<file path="src/rtl/demo_scene_sequencer.sv">
// demo_scene_sequencer: frame-synchronous scheduler for the vga_control byte.
// Steps through a fixed scene table, dwelling FRAMES_PER_SCENE frames per scene,
// with pause/single-step and a manual passthrough mode. Every visible change
// lands on a frame_start so the pixel block never tears mid-frame.
//
// Build option: define DEMO_SEQ_BLANK_EN to insert BLANK_FRAMES black frames
// between scenes (blank=1 while the gap runs).
//
//   state   | meaning
//   --------+--------------------------------------------------------------
//   MANUAL  | vga_control follows manual_ctrl at each frame_start
//   PLAY    | counting frames, advancing scenes automatically
//   PAUSED  | frame count frozen; a step pulse advances one scene
//   BLANK   | inter-scene black gap (DEMO_SEQ_BLANK_EN builds only)

module demo_scene_sequencer #(
    parameter int NUM_SCENES       = 11,
    parameter int FRAMES_PER_SCENE = 120,
    parameter int BLANK_FRAMES     = 4
) (
    input  logic       clk,
    input  logic       rst_n,
    input  logic       frame_start,
    input  logic       run,
    input  logic       pause,
    input  logic       step,
    input  logic [7:0] manual_ctrl,
    output logic [7:0] vga_control,
    output logic [3:0] scene_idx,
    output logic       scene_change,
    output logic       blank
);

    typedef enum logic [1:0] {ST_MANUAL, ST_PLAY, ST_PAUSED, ST_BLANK} state_t;

    localparam logic [7:0] FPS_LAST   = 8'(FRAMES_PER_SCENE - 1);
    localparam logic [3:0] SCENE_LAST = 4'(NUM_SCENES - 1);

    // Out-of-range parameters would silently break the wrap and terminal counts.
    if (NUM_SCENES < 2 || NUM_SCENES > 16) begin : g_bad_num_scenes
        $error("NUM_SCENES out of range 2..16");
    end
    if (FRAMES_PER_SCENE < 1 || FRAMES_PER_SCENE > 255) begin : g_bad_fps
        $error("FRAMES_PER_SCENE out of range 1..255");
    end
    if (BLANK_FRAMES < 1 || BLANK_FRAMES > 255) begin : g_bad_blank
        $error("BLANK_FRAMES out of range 1..255");
    end

    // Bit4 stays 0 so the pixel block never runs its own loop; bit5 alternates the sprite.
    function automatic logic [7:0] scene_entry(input logic [3:0] i);
        return {2'b00, i[0], 1'b0, i};
    endfunction

    state_t     state_q, state_d;
    logic [7:0] vga_d;
    logic [3:0] scene_d, scene_next;
    logic [7:0] frame_cnt, frame_cnt_d;
    logic       change_d;
    logic       step_pending;
    logic       advance;

`ifdef DEMO_SEQ_BLANK_EN
    localparam logic [7:0] BLANK_LAST = 8'(BLANK_FRAMES - 1);
    logic [7:0] blank_cnt, blank_cnt_d;
    logic       blank_q, blank_d;
    logic       ret_paused, ret_paused_d;
    assign blank = blank_q;
`else
    assign blank = 1'b0;
`endif

    assign scene_next = (scene_idx == SCENE_LAST) ? 4'd0 : scene_idx + 4'd1;

    // Next-state and output decisions; nothing moves unless frame_start is sampled.
    always_comb begin
        state_d     = state_q;
        vga_d       = vga_control;
        scene_d     = scene_idx;
        frame_cnt_d = frame_cnt;
        change_d    = 1'b0;
        advance     = 1'b0;
`ifdef DEMO_SEQ_BLANK_EN
        blank_cnt_d  = blank_cnt;
        blank_d      = blank_q;
        ret_paused_d = ret_paused;
`endif
        if (frame_start) begin
            case (state_q)
                ST_MANUAL: begin
                    vga_d = manual_ctrl;
                    if (run) begin
                        state_d     = ST_PLAY;
                        vga_d       = scene_entry(scene_idx);
                        frame_cnt_d = 8'd0;
                        change_d    = 1'b1;
                    end
                end
                ST_PLAY: begin
                    if (!run) begin
                        state_d = ST_MANUAL;
                        vga_d   = manual_ctrl;
                    end else if (pause) begin
                        state_d = ST_PAUSED;
                    end else if (frame_cnt == FPS_LAST) begin
                        frame_cnt_d = 8'd0;
                        advance     = 1'b1;
                    end else begin
                        frame_cnt_d = frame_cnt + 8'd1;
                    end
                end
                ST_PAUSED: begin
                    if (!run) begin
                        state_d = ST_MANUAL;
                        vga_d   = manual_ctrl;
                    end else if (!pause) begin
                        state_d = ST_PLAY;
                    end else if (step_pending || step) begin
                        frame_cnt_d = 8'd0;
                        advance     = 1'b1;
                    end
                end
`ifdef DEMO_SEQ_BLANK_EN
                ST_BLANK: begin
                    if (!run) begin
                        state_d = ST_MANUAL;
                        blank_d = 1'b0;
                        vga_d   = manual_ctrl;
                    end else if (blank_cnt == BLANK_LAST) begin
                        vga_d       = scene_entry(scene_idx);
                        blank_d     = 1'b0;
                        change_d    = 1'b1;
                        blank_cnt_d = 8'd0;
                        state_d     = ret_paused ? ST_PAUSED : ST_PLAY;
                    end else begin
                        blank_cnt_d = blank_cnt + 8'd1;
                    end
                end
`endif
                default: state_d = ST_MANUAL;
            endcase

            if (advance) begin
                scene_d = scene_next;
`ifdef DEMO_SEQ_BLANK_EN
                // Old vga_control stays on the bus while blank masks it.
                blank_d      = 1'b1;
                blank_cnt_d  = 8'd0;
                ret_paused_d = (state_q == ST_PAUSED);
                state_d      = ST_BLANK;
`else
                vga_d    = scene_entry(scene_next);
                change_d = 1'b1;
`endif
            end
        end
    end

    // State and registered outputs; a step is remembered until the next frame boundary.
    always_ff @(posedge clk) begin
        if (!rst_n) begin
            state_q      <= ST_MANUAL;
            vga_control  <= 8'h00;
            scene_idx    <= 4'd0;
            frame_cnt    <= 8'd0;
            step_pending <= 1'b0;
            scene_change <= 1'b0;
`ifdef DEMO_SEQ_BLANK_EN
            blank_cnt  <= 8'd0;
            blank_q    <= 1'b0;
            ret_paused <= 1'b0;
`endif
        end else begin
            state_q      <= state_d;
            vga_control  <= vga_d;
            scene_idx    <= scene_d;
            frame_cnt    <= frame_cnt_d;
            scene_change <= change_d;
            step_pending <= frame_start ? 1'b0 : (step_pending | step);
`ifdef DEMO_SEQ_BLANK_EN
            blank_cnt  <= blank_cnt_d;
            blank_q    <= blank_d;
            ret_paused <= ret_paused_d;
`endif
        end
    end

endmodule

</file>
<file path="config.mk">
export PLATFORM = sky130hd
export DESIGN_NAME = demo_scene_sequencer
export DESIGN_NICKNAME = d
export VERILOG_FILES = /design/src/rtl/demo_scene_sequencer.sv
export SDC_FILE = /design/constraint.sdc
export NUM_CORES = 1
export LEC_CHECK = 0
export ABC_AREA = 1
export CAP_MARGIN = 20
export CORE_ASPECT_RATIO = 0.7
export CORE_MARGIN = 5
export CORE_UTILIZATION = 35
export CTS_CLUSTER_DIAMETER = 150
export DETAILED_ROUTE_END_ITERATION = 8
export GPL_TIMING_DRIVEN = 0
export PLACE_DENSITY_LB_ADDON = 0.15
export SKIP_CTS_REPAIR_TIMING = 1
export SLEW_MARGIN = 20
export SYNTH_ARGS = -nofsm -noshare
export SYNTH_HDL_FRONTEND = slang
export SYNTH_SLANG_ARGS = --single-unit
export TNS_END_PERCENT = 50
</file>
<file path="constraint.sdc">
create_clock -name clk -period 3.8 [get_ports clk]
set_input_delay 0.76 -clock clk [delete_from_list [all_inputs] [get_ports clk]]
set_output_delay 0.76 -clock clk [all_outputs]
set_load 0.05 [all_outputs]
</file>
==> impl_metrics.py <==
metrics = {
    "outcome": {
        "status": "complete, no violations",
    },
    "critical_path": {
        "crit_chain": "clkdlybuf4s50_1",
        "crit_required_ns": 3.04,
        "path_max_fanout": 7,
        "cpPeakStageDelay_ns": 0.86,
        "timing.rr.end": "vga_control[5]",
        "arrival_ns": 1.59,
        "path_class": "flop to output port",
        "cp-start-kind": "flop",
        "reg2regPathDepth": 12,
        "r2r-start": "state_q[0]",
        "r2r_slack_ns": 1.81,
        "endpoint_kind": "output port",
        "cp_slowest_cell": "clkdlybuf4s50_1",
        "crit_buf_inv": 1,
        "crit_family": "buffers and inverters",
    },
    "synthesis": {
        "yosysTopAreaCellShare_pct": 31.4,
        "mappedNetlistArea_mm2": 0.00153,
        "syn-num-nets": 254,
        "synth_top_family_by_area": "simple AND/OR/NAND/NOR gates",
        "ys_seq_area_share_pct": 31.4,
        "synthTopCellsByArea": "dfxtp_1 31%, nand2_1 15%, inv_1 7.4%, nor2_1 7.4%, nand3_1 6.2%",
        "yosysWarnings": 0,
        "syn_inst": 234,
        "ys_types": 29,
        "synth_xor_area_share_pct": 0.573,
        "synthAdderAreaFrac_pct": 4.91,
        "avgSynthCellArea_um2": 6.53,
        "synth-simple-area-share_pct": 41.4,
        "synth-compound-area-share_pct": 10.8,
        "ys_ff_latch": 24,
        "synth_largest_area_cell": "dfxtp_1",
        "muxShareOfSynthArea_pct": 0,
    },
    "routing": {
        "viasPerCell": 4.57,
        "via_count": 1452,
        "wirelength_um": 3630,
        "drt-initial-drc-count": 56,
        "drc": 0,
        "wl_per_cell_um": 11.4,
        "drt.antenna.violating_nets": 0,
        "first_pass_iters": 4,
    },
    "timing": {
        "clock_skew_ns": 0.00621,
        "fin_ws_ns": 1.45,
        "setup-tns-final_ns": 0,
        "hold_viol": 0,
        "setup_viol": 0,
        "final_max_slew_viol_count": 0,
        "period_share_pct": 61.8,
        "tightest_slew_ns": 0.509,
        "period_needed_ns": 2.35,
        "grt_setup_unrepaired": "no",
        "slew_headroom_pct": 65.9,
        "fmax_mhz": 426,
    },
    "clock_network": {
        "clk_pin_slew_ns": 0.09,
        "root_buffer": "clkbuf_8",
        "insertion_delay_ns": 0.27,
        "cts_inserted_buffers": 3,
        "clockBufferDepth": 2,
        "cts_sinks": 24,
        "cts_tree": "done",
        "htreeDepth": 1,
    },
    "global_routing": {
        "grt_max_degree": 14,
        "antenna_found_initial": 0,
        "grt_pass1_vias": 1286,
        "grt_usage_pct": 13.2,
        "grt_overflow": 0,
        "grt_pass1_wl_um": 5910,
    },
    "cells_and_area": {
        "final_design_area_no_fill_mm2": 0.00190,
        "layout-drive-gt1-share_pct": 9.51,
        "antenna_cells": 0,
        "area_growth_pct": 24.5,
        "layout_common_cells": "63 x nand2_1, 30 x inv_1, 30 x nor2_1",
        "final_common_cell": "nand2_1",
        "fin_nets": 284,
        "final_cell_count_no_fill": 318,
    },
    "worst_hold_path": {
        "holdPathStages": 2,
        "holdCritPathClass": "flop to flop",
        "min-delay-start": "frame_cnt[1]",
        "hold_end": "frame_cnt[1]",
    },
    "placement": {
        "placement.io_buffers": 25,
        "place_area_mm2": 0.00185,
        "gp_congestion": 0.810,
        "dp_hpwl_um": 2830,
        "dp_slack_ns": 1.37,
        "dp.cells": 314,
    },
    "power_and_ir_drop": {
        "p_sw_mw": 0.235,
        "ir_drop_mv": 0.210,
        "swShare_pct": 35.0,
        "power_density_mw_per_mm2": 353,
        "power_leakage_nw": 0.853,
        "combPwrFrac_pct": 32.4,
        "total_power_mw": 0.671,
        "p_clk_share_pct": 26.4,
        "p_int_mw": 0.436,
        "seqPwrFrac_pct": 41.3,
    },
    "floorplan": {
        "pin_count": 28,
        "initial_core_util_pct": 35.7,
        "dieWidth_um": 89.0,
        "die_y_um": 65.3,
        "die_area_mm2": 0.00581,
        "rows": 20,
        "core_area_mm2": 0.00428,
    },
    "job": {
        "maxCapViolCount": 0,
    },
}
cells by family after synthesis:
family | Yosys count
compound gates | 30
xor+xnor | 1
fa+ha+maj | 6
buf+inv | 39
flops | 24
other cells | 1
simple gates | 133
flip-flops by register name (all words and copies together), names as in the netlist:
signal	count
scene_change	1
vga_control	8
scene_idx	4
step_pending	1
state_q	2
frame_cnt	8
cells in the mapped netlist:
library cell  count
nand3_1          19
xor2_1            1
buf_6             1
a211oi_1          2
nand3_2           1
a21oi_1          12
a21boi_0          2
clkbuf_1          1
a22oi_1           1
nor3_4            1
nor2_1           30
nor2_2            2
or2_0             1
nand2_4           5
nor3_1            2
nand2_1          63
nand4_1           4
inv_2             4
ha_1              6
inv_1            30
o21bai_1          1
dfxtp_1          24
o21ai_0           8
buf_4             2
o21ai_1           4
buf_2             1
nor2_4            4
conb_1            1
nor3b_1           1
through the flow:
step,utilization (%),hold slack (ns)
2_1_floorplan,-,0.457
3_3_place_gp,43.2,0.462
3_5_place_dp,43.2,0.471
4_1_cts,44.5,0.494
5_1_grt,44.5,0.536
6_report,44.5,0.485
how the worst max path moves through the flow:
stage / endpoint / cells past startpoint / start
global placement: vga_control[5] / 11 / pause
floorplan: vga_control[0] / 10 / run
finish: scene_idx[0] / 1 / scene_idx[0]
detailed placement: vga_control[5] / 11 / pause
global route: scene_idx[0] / 1 / scene_idx[0]
CTS: scene_idx[0] / 1 / scene_idx[0]
layout make-up:
class / count / area (um^2)
flip-flops and latches: 24 / 480
repair buffers: 25 / 250
clock buffers: 4 / 55.1
multi-input cells: 171 / 886
well taps: 55 / 68.8
inverters: 34 / 128
fillers: 450 / 2380
plain buffers: 5 / 35.0
power by group through the flow:
stage	Clock [mW]	Sequential [mW]	Combinational, mW
after floorplan	0	0.320	0.119
after global placement	0	0.282	0.217
after detailed placement	0	0.283	0.217
after CTS	0.185	0.277	0.218
after global routing	0.195	0.280	0.240
final	0.177	0.277	0.217
metal layers:
| metal | global-route usage, % | vias to the layer above | wire length [um] |
|---|---|---|---|
| met2 | 18.9 | 31 | 1430 |
| met4 | 2.79 | 0 | 21 |
| met3 | 3.01 | 2 | 166 |
| met1 | 19.9 | 627 | 2010 |
| met5 | 0 | - | 0 |
| li1 | - | 792 | - |
(Power assumes the default switching activity.)
